--- config.mk ---
export PLATFORM = sky130hd
export DESIGN_NAME = mtr_drv
export DESIGN_NICKNAME = d
export VERILOG_FILES = /design/src/rtl/mtr_drv.sv
export SDC_FILE = /design/constraint.sdc
export NUM_CORES = 1
export LEC_CHECK = 0
export CAP_MARGIN = 20
export CORE_ASPECT_RATIO = 0.75
export CORE_UTILIZATION = 35
export CTS_CLUSTER_DIAMETER = 120
export DETAILED_ROUTE_END_ITERATION = 10
export PLACE_DENSITY = 0.54
export SLEW_MARGIN = 40
export SYNTH_ARGS = -nofsm -noshare
export SYNTH_HDL_FRONTEND = slang
export SYNTH_SLANG_ARGS = --single-unit
--- constraint.sdc ---
create_clock -name clk -period 2.5 [get_ports clk]
set_clock_uncertainty 0.1 [all_clocks]
set_input_delay 0.5 -clock clk [delete_from_list [all_inputs] [get_ports clk]]
set_output_delay 0.5 -clock clk [all_outputs]
set_load 0.01 [all_outputs]
--- src/rtl/mtr_drv.sv ---
// rtl/mtr_drv.sv - dead-time protected dual H-bridge PWM driver with over-current shutdown
module mtr_drv #(
    parameter int DEAD      = 32,
    parameter int BLANK     = 128,
    parameter int OVR_LIMIT = 4
) (
    input  logic               clk,
    input  logic               rst,
    input  logic signed [11:0] lft_spd,
    input  logic signed [11:0] rght_spd,
    input  logic               pwr_up,
    input  logic               OVR_I_lft,
    input  logic               OVR_I_rght,
    output logic               lft_PWM1,
    output logic               lft_PWM2,
    output logic               rght_PWM1,
    output logic               rght_PWM2,
    output logic               PWM_synch,
    output logic               OVR_I_shtdwn
);

    localparam logic [5:0]  DEAD_V  = 6'(DEAD);
    localparam logic [10:0] BLANK_V = 11'(BLANK);
    localparam logic [3:0]  LIMIT_V = 4'(OVR_LIMIT);

    logic [10:0]        cnt;
    logic [10:0]        duty_lft, duty_rght;
    logic signed [11:0] lft_half, rght_half;
    logic               raw_lft, raw_rght, raw_lft_d, raw_rght_d;
    logic [5:0]         dt_lft, dt_rght, dt_lft_nxt, dt_rght_nxt;
    logic               ovr_seen, ovr_evt, gate_en, last_cyc;
    logic [3:0]         ovr_cnt;

    assign lft_half  = lft_spd >>> 1;
    assign rght_half = rght_spd >>> 1;
    assign last_cyc  = (cnt == 11'h7FF);
    assign ovr_evt   = (OVR_I_lft | OVR_I_rght) && (cnt >= BLANK_V) && pwr_up;
    assign gate_en   = pwr_up & ~OVR_I_shtdwn;

    // Gates are qualified with the updated dt so an edge of raw can never reuse a stale saturated count.
    always_comb begin
        dt_lft_nxt  = dt_lft;
        dt_rght_nxt = dt_rght;
        if (raw_lft != raw_lft_d)
            dt_lft_nxt = 6'd0;
        else if (dt_lft < DEAD_V)
            dt_lft_nxt = dt_lft + 6'd1;
        if (raw_rght != raw_rght_d)
            dt_rght_nxt = 6'd0;
        else if (dt_rght < DEAD_V)
            dt_rght_nxt = dt_rght + 6'd1;
    end

    always_ff @(posedge clk or posedge rst) begin
        if (rst) begin
            cnt          <= 11'd0;
            PWM_synch    <= 1'b0;
            duty_lft     <= 11'h400;
            duty_rght    <= 11'h400;
            raw_lft      <= 1'b0;
            raw_rght     <= 1'b0;
            raw_lft_d    <= 1'b0;
            raw_rght_d   <= 1'b0;
            dt_lft       <= 6'd0;
            dt_rght      <= 6'd0;
            lft_PWM1     <= 1'b0;
            lft_PWM2     <= 1'b0;
            rght_PWM1    <= 1'b0;
            rght_PWM2    <= 1'b0;
            ovr_seen     <= 1'b0;
            ovr_cnt      <= 4'd0;
            OVR_I_shtdwn <= 1'b0;
        end else begin
            cnt       <= cnt + 11'd1;
            PWM_synch <= (cnt == 11'h7FE);

            if (last_cyc) begin
                duty_lft  <= 11'h400 + lft_half[10:0];
                duty_rght <= 11'h400 + rght_half[10:0];
            end

            raw_lft    <= (cnt < duty_lft);
            raw_rght   <= (cnt < duty_rght);
            raw_lft_d  <= raw_lft;
            raw_rght_d <= raw_rght;
            dt_lft     <= dt_lft_nxt;
            dt_rght    <= dt_rght_nxt;

            lft_PWM1  <= gate_en &  raw_lft  & (dt_lft_nxt  >= DEAD_V);
            lft_PWM2  <= gate_en & ~raw_lft  & (dt_lft_nxt  >= DEAD_V);
            rght_PWM1 <= gate_en &  raw_rght & (dt_rght_nxt >= DEAD_V);
            rght_PWM2 <= gate_en & ~raw_rght & (dt_rght_nxt >= DEAD_V);

            // An event in the closing cycle still belongs to the period being closed.
            if (last_cyc) begin
                ovr_seen <= 1'b0;
                if (ovr_seen | ovr_evt) begin
                    if (ovr_cnt != 4'hF)
                        ovr_cnt <= ovr_cnt + 4'd1;
                end else begin
                    ovr_cnt <= 4'd0;
                end
            end else if (ovr_evt) begin
                ovr_seen <= 1'b1;
            end

            if (ovr_cnt >= LIMIT_V)
                OVR_I_shtdwn <= 1'b1;
        end
    end

endmodule
# Word level (Yosys, flattened, before mapping)
# Index checks and enable logic that the tools add are counted.
[classes]
addsub = 6
n_lt_le_gt_ge = 8
n_eq_ne = 6
n_mux = 8
bitwise = 14
n_reduce_logical = 4
[ops]
columns = ["cell", "n"]
rows = [
  ["$mux W6", 4],
  ["$add A11 B11 Y11 const A", 2],
  ["$eq A11 B11 Y1 const B", 2],
  ["$lt A11 B11 Y1", 2],
  ["$add A6 B1 Y6 const B", 2],
  ["$ge A6 B6 Y1 const B", 2],
  ["$lt A6 B6 Y1 const B", 2],
  ["$add A11 B1 Y11 const B", 1],
  ["$ge A11 B8 Y1 const B", 1],
  ["$and A1 B1 Y1", 9],
  ["$mux W4", 2],
  ["$add A4 B1 Y4 const B", 1],
  ["$ge A4 B3 Y1 const B", 1],
  ["$ne A4 B4 Y1 const B", 1],
  ["$not A1 Y1", 3],
  ["$logic_and A1 B1 Y1", 2],
  ["$mux W1", 2],
  ["$ne A1 B1 Y1", 2],
  ["$ne A2 B1 Y1 const B", 1],
  ["$or A1 B1 Y1", 2],
  ["$reduce_and A2 Y1", 1],
  ["$reduce_bool A2 Y1", 1],
]
[totals]
regBits = 60
in_bits = 29
output_inout_bits = 6

# Longest topological paths before layout
[logic_depth]
ltp_word = 6
mapped_depth = 7
ltp_nobuf = 6

# Worst setup path after synthesis
# Ideal clock, no wire load.
[synth_path]
kind = "register to register"
startpoint = "register cnt[1]"
endpoint = "register duty_lft[0]"
arrival_ps = 1517
t_required_ps = 2275
slack_ps = 758
path_stages_with_launch = 6
n_path_buf = 1
path_cell_list = "dfrtp_1 -> ha_1 -> nand3_1 -> nor4_4 -> buf_6 -> mux2_2"
[synth_via]
elab_chain_len = 1
[synth_rtl]
columns = ["element", "line", "text"]
rows = [
  ["start: declaration", "26", "logic [10:0] cnt;"],
  ["start signal: assignment", "74", "cnt <= cnt + 11'd1;"],
  ["$eq A11 B11 Y1", "36", "assign last_cyc = (cnt == 11'h7FF);"],
  ["end signal: assignment", "78", "duty_lft <= 11'h400 + lft_half[10:0];"],
  ["end: declaration", "27", "logic [10:0] duty_lft, duty_rght;"],
]
# Every way passes these cells.
# A chain may end at the register's enable or synchronous reset.

# Worst setup path after layout
[layout_path]
startpoint = "register cnt[1]"
endpoint = "register ovr_cnt[1]"
[layout_via]
elab_chain_len = 6
[layout_rtl]
columns = ["element", "line", "text"]
rows = [
  ["$ge A11 B8 Y1", "37", "assign ovr_evt = (OVR_I_lft | OVR_I_rght) && (cnt >= BLANK_V) && pwr_up;"],
  ["$logic_and A1 B1 Y1 (2 in series)", "37", ""],
  ["$or A1 B1 Y1", "97", "if (ovr_seen | ovr_evt) begin"],
  ["$ne A2 B1 Y1 (no line)", "-", ""],
  ["$reduce_and A2 Y1 (no line)", "-", ""],
  ["end signal: assignment", "99", "ovr_cnt <= ovr_cnt + 4'd1;"],
  ["end: declaration", "32", "logic [3:0] ovr_cnt;"],
]
# Several ways; a longest one is shown, not always the timed one.

==> flow_summary.json <==
{
  "result_of_the_run": "finished, final reports clean",
  "met2_wirelength_um": 2160,
  "ys_top_cells_by_area": "sky130_fd_sc_hd__dfrtp_1, sky130_fd_sc_hd__ha_1, sky130_fd_sc_hd__inv_1, sky130_fd_sc_hd__o21ai_0, sky130_fd_sc_hd__nand2_1",
  "required_ns": 2.62,
  "yosys.cell_count.top_type": "sky130_fd_sc_hd__dfrtp_1",
  "critical-path-top-delay-family": "simple AND/OR/NAND/NOR gates",
  "rsz0062_at_grt": "false",
  "nets": 367,
  "gr-total-overflow": 0,
  "worst-slew-pin-transition_ns": 0.491,
  "synth_edf_count": 0,
  "final.min_clock_period_ns": 2.03,
  "fin_setup_tns_ns": 0,
  "max_cap_viol": 0,
  "dp_hpwl_um": 3610,
  "track_usage_pct": 14.0,
  "chipHeight_um": 80.7,
  "wl_met3_um": 209,
  "tritoncts": "done",
  "power.ir.vdd_worst_v": 0.000228,
  "tritoncts.num_buffers": 9,
  "drcViolationCount": 0,
  "maxUsedRoutingLayer": "met4",
  "antenna_violations_before_repair": 0,
  "sequential_fraction_of_the_synthesis_area_pct": 52.0,
  "antenna-diode-count": 0,
  "detail_route.wirelength.met1_um": 2810,
  "postSynthRegisterBits": 60,
  "design_power_total_mw": 1.79,
  "die_width_um": 107,
  "cellPowerDensity_nw_per_um2": 510,
  "route.final.wire_length_um": 5290,
  "floorplan.die_area_um2": 8640,
  "dr.pass1.iters": 4,
  "vias_in_the_first_global_route": 1883,
  "netlist-cell-type-count": 39,
  "clock_sink_count": 60,
  "portion_of_synthesized_cell_area_occupied_by_the_leading_cell_type_pct": 50.2,
  "postRouteAntennaNets": 0,
  "worst-r2r-setup-slack_ns": 0.47,
  "syn_inst_count": 272,
  "period_share_pct": 81.2,
  "holdBufCountCts": 0,
  "ctsResizeCount": 0,
  "post_cts_buffers": 0,
  "pins_over_slew_limit": 0,
  "slew_headroom_pct": 67.1,
  "dr.first_iter.drc_count": 39,
  "crit_path_top_delay_cell": "sky130_fd_sc_hd__dfrtp_1",
  "clock_tree.htree_level_count": 3,
  "share_of_async_settable_or_async_resettable_flops_after_synthesis_pct": 100,
  "worst_path_largest_cell_delay_ns": 0.44,
  "cts.path.max_buffers": 2,
  "core_area_um2": 7950,
  "hp-class": "flop to flop",
  "crit_path_cell_trace": "ha_1, nand3_1, nor4_4, buf_12, a21boi_0, o22ai_1",
  "final_hold_violating_endpoints": 0,
  "row_count": 28,
  "finalWorstSetupSlack_ns": 0.471,
  "pin_count": 35,
  "grt_start_max_net_pins": 61,
  "yosysWarnings": 0,
  "worst-path-buf-inv": 1,
  "portBuffers": 32,
  "static_power_due_to_leakage_nw": 1.77,
  "synth_flop_cell": "sky130_fd_sc_hd__dfrtp_1",
  "timing_worst_setup_path_type": "flop to flop",
  "path_clk_slew_ns": 0.07,
  "syn_avg_cell_area_um2": 10.6,
  "post_synth_instance_area_um2": 2890,
  "postSynthNetCount": 327,
  "gpl.final_weighted_congestion": 0.733,
  "worst-path-max-fanout": 49,
  "grt_first_pass_wirelength_um": 8910,
  "clk-insertion-delay-late_ns": 0.34,
  "final-setup-viol-count": 0,
  "cp_startpoint_kind": "flop",
  "critical_path.endpoint_type": "flop",
  "detailroute.via_count": 1910,
  "root_buffer_cell": "sky130_fd_sc_hd__clkbuf_8",
  "synth_common_cells": "sky130_fd_sc_hd__dfrtp_1, sky130_fd_sc_hd__inv_1, sky130_fd_sc_hd__nand2_1",
  "layout.filler_cells": 760,
  "post_route_cells_drive_above_1_share_pct": 6.94,
  "route.detailed.vias_per_inst": 4.53,
  "netlist.top_cell.by_area": "sky130_fd_sc_hd__dfrtp_1",
  "floorplan.initialDensity_pct": 36.4,
  "cp.arrival_ns": 2.15,
  "routed_wire_length_per_instance_um": 12.5,
  "layout_overhead_on_the_synthesized_area_pct": 21.3,
  "dp_slack_ns": 0.446,
  "max_clock_freq_mhz": 493
}
-- layer usage --
layer	up-vias	GRT usage (%)
met1	871	19.1
li1	1003	-
met4	0	8.22
met2	27	19.5
met5	-	0
met3	9	4.41
-- cell type report --
type | instances | area, um^2 | share of cell area (%)
Clock buffer | 13 | 149 | 4.24
Inverter | 28 | 105 | 2.99
Multi-Input combinational cell | 179 | 1240 | 35.5
Sequential cell | 60 | 1500 | 42.9
Tap cell | 105 | 131 | 3.74
Timing Repair Buffer | 34 | 360 | 10.3
Clock inverter | 3 | 15.0 | 0.428
-- state kept, by name (all words and copies together) (netlist names), 4 cells and up --
signal,flops
ovr_cnt,4
duty_lft,11
dt_rght,6
duty_rght,11
cnt,11
dt_lft,6
-- final timing paths --
check                                      endpoint          startpoint  cells past startpoint
max in group asynchronous  duty_lft[10]$_DFFE_PP1P_                 rst                      3
max reg2reg                  ovr_cnt[1]$_DFFE_PP0P_    cnt[1]$_DFF_PP0_                      6
max                          ovr_cnt[1]$_DFFE_PP0P_    cnt[1]$_DFF_PP0_                      6
min                            raw_rght_d$_DFF_PP0_  raw_rght$_DFF_PP0_                      0
min reg2reg                    raw_rght_d$_DFF_PP0_  raw_rght$_DFF_PP0_                      0
min in group asynchronous       dt_lft[2]$_DFF_PP0_                 rst                      3
-- worst reg2reg max path: cells and delay by family, from the launching register on --
family	cells	cell delay [ns]
fa+ha+maj	1	0.22
buf+inv	1	0.26
simple gates	2	0.50
compound gates	2	0.40
flops	1	0.44
-- report_power, final --
| group | internal [mW] | total (mW) | switching (mW) |
|---|---|---|---|
| logic | 0.0406 | 0.0680 | 0.0274 |
| clock network | 0.383 | 0.751 | 0.369 |
| registers | 0.972 | 0.972 | 0.000173 |
-- cells by family after synthesis --
family / count (synthesis) / share of synthesized area (%)
AOI/OAI and AO/OA: 47 / 10.0
xor gates and xnor gates: 19 / 5.75
adders and majority gates: 26 / 11.2
buffers and inverters: 33 / 4.97
DFF: 60 / 52.0
muxes: 5 / 1.82
and+or+nand+nor: 82 / 14.2
-- cell usage in the layout, fill, tap and decap left out, types with 3 or more instances in the layout --
cell                              instances
sky130_fd_sc_hd__nor4_1                   3
sky130_fd_sc_hd__xor2_1                   9
sky130_fd_sc_hd__a21o_1                   4
sky130_fd_sc_hd__nand4_1                  3
sky130_fd_sc_hd__inv_1                   27
sky130_fd_sc_hd__clkbuf_1                 3
sky130_fd_sc_hd__nor3_1                   4
sky130_fd_sc_hd__clkbuf_8                10
sky130_fd_sc_hd__clkdlybuf4s50_1         32
sky130_fd_sc_hd__nand3_1                  9
sky130_fd_sc_hd__nand2_1                 27
sky130_fd_sc_hd__mux2i_1                  3
sky130_fd_sc_hd__nor2b_1                  5
sky130_fd_sc_hd__nand2b_1                 4
sky130_fd_sc_hd__ha_1                    26
sky130_fd_sc_hd__clkinv_2                 3
sky130_fd_sc_hd__and4_1                   3
sky130_fd_sc_hd__dfrtp_1                 58
sky130_fd_sc_hd__nor2_1                  19
sky130_fd_sc_hd__a21oi_1                  5
sky130_fd_sc_hd__xnor2_1                 10
sky130_fd_sc_hd__o21ai_0                 21
-- stage by stage --
stage	instance area (um^2)	cells	hold slack, ns	util [%]
CTS	3510	422	0.354	44.1
finish	3510	422	0.352	44.1
floorplan	2890	272	0.312	-
global route	3510	422	0.387	44.1
global placement	3350	406	0.321	42.1
detailed placement	3350	406	0.329	42.1
No activity file was read; power rests on OpenSTA's default activity.
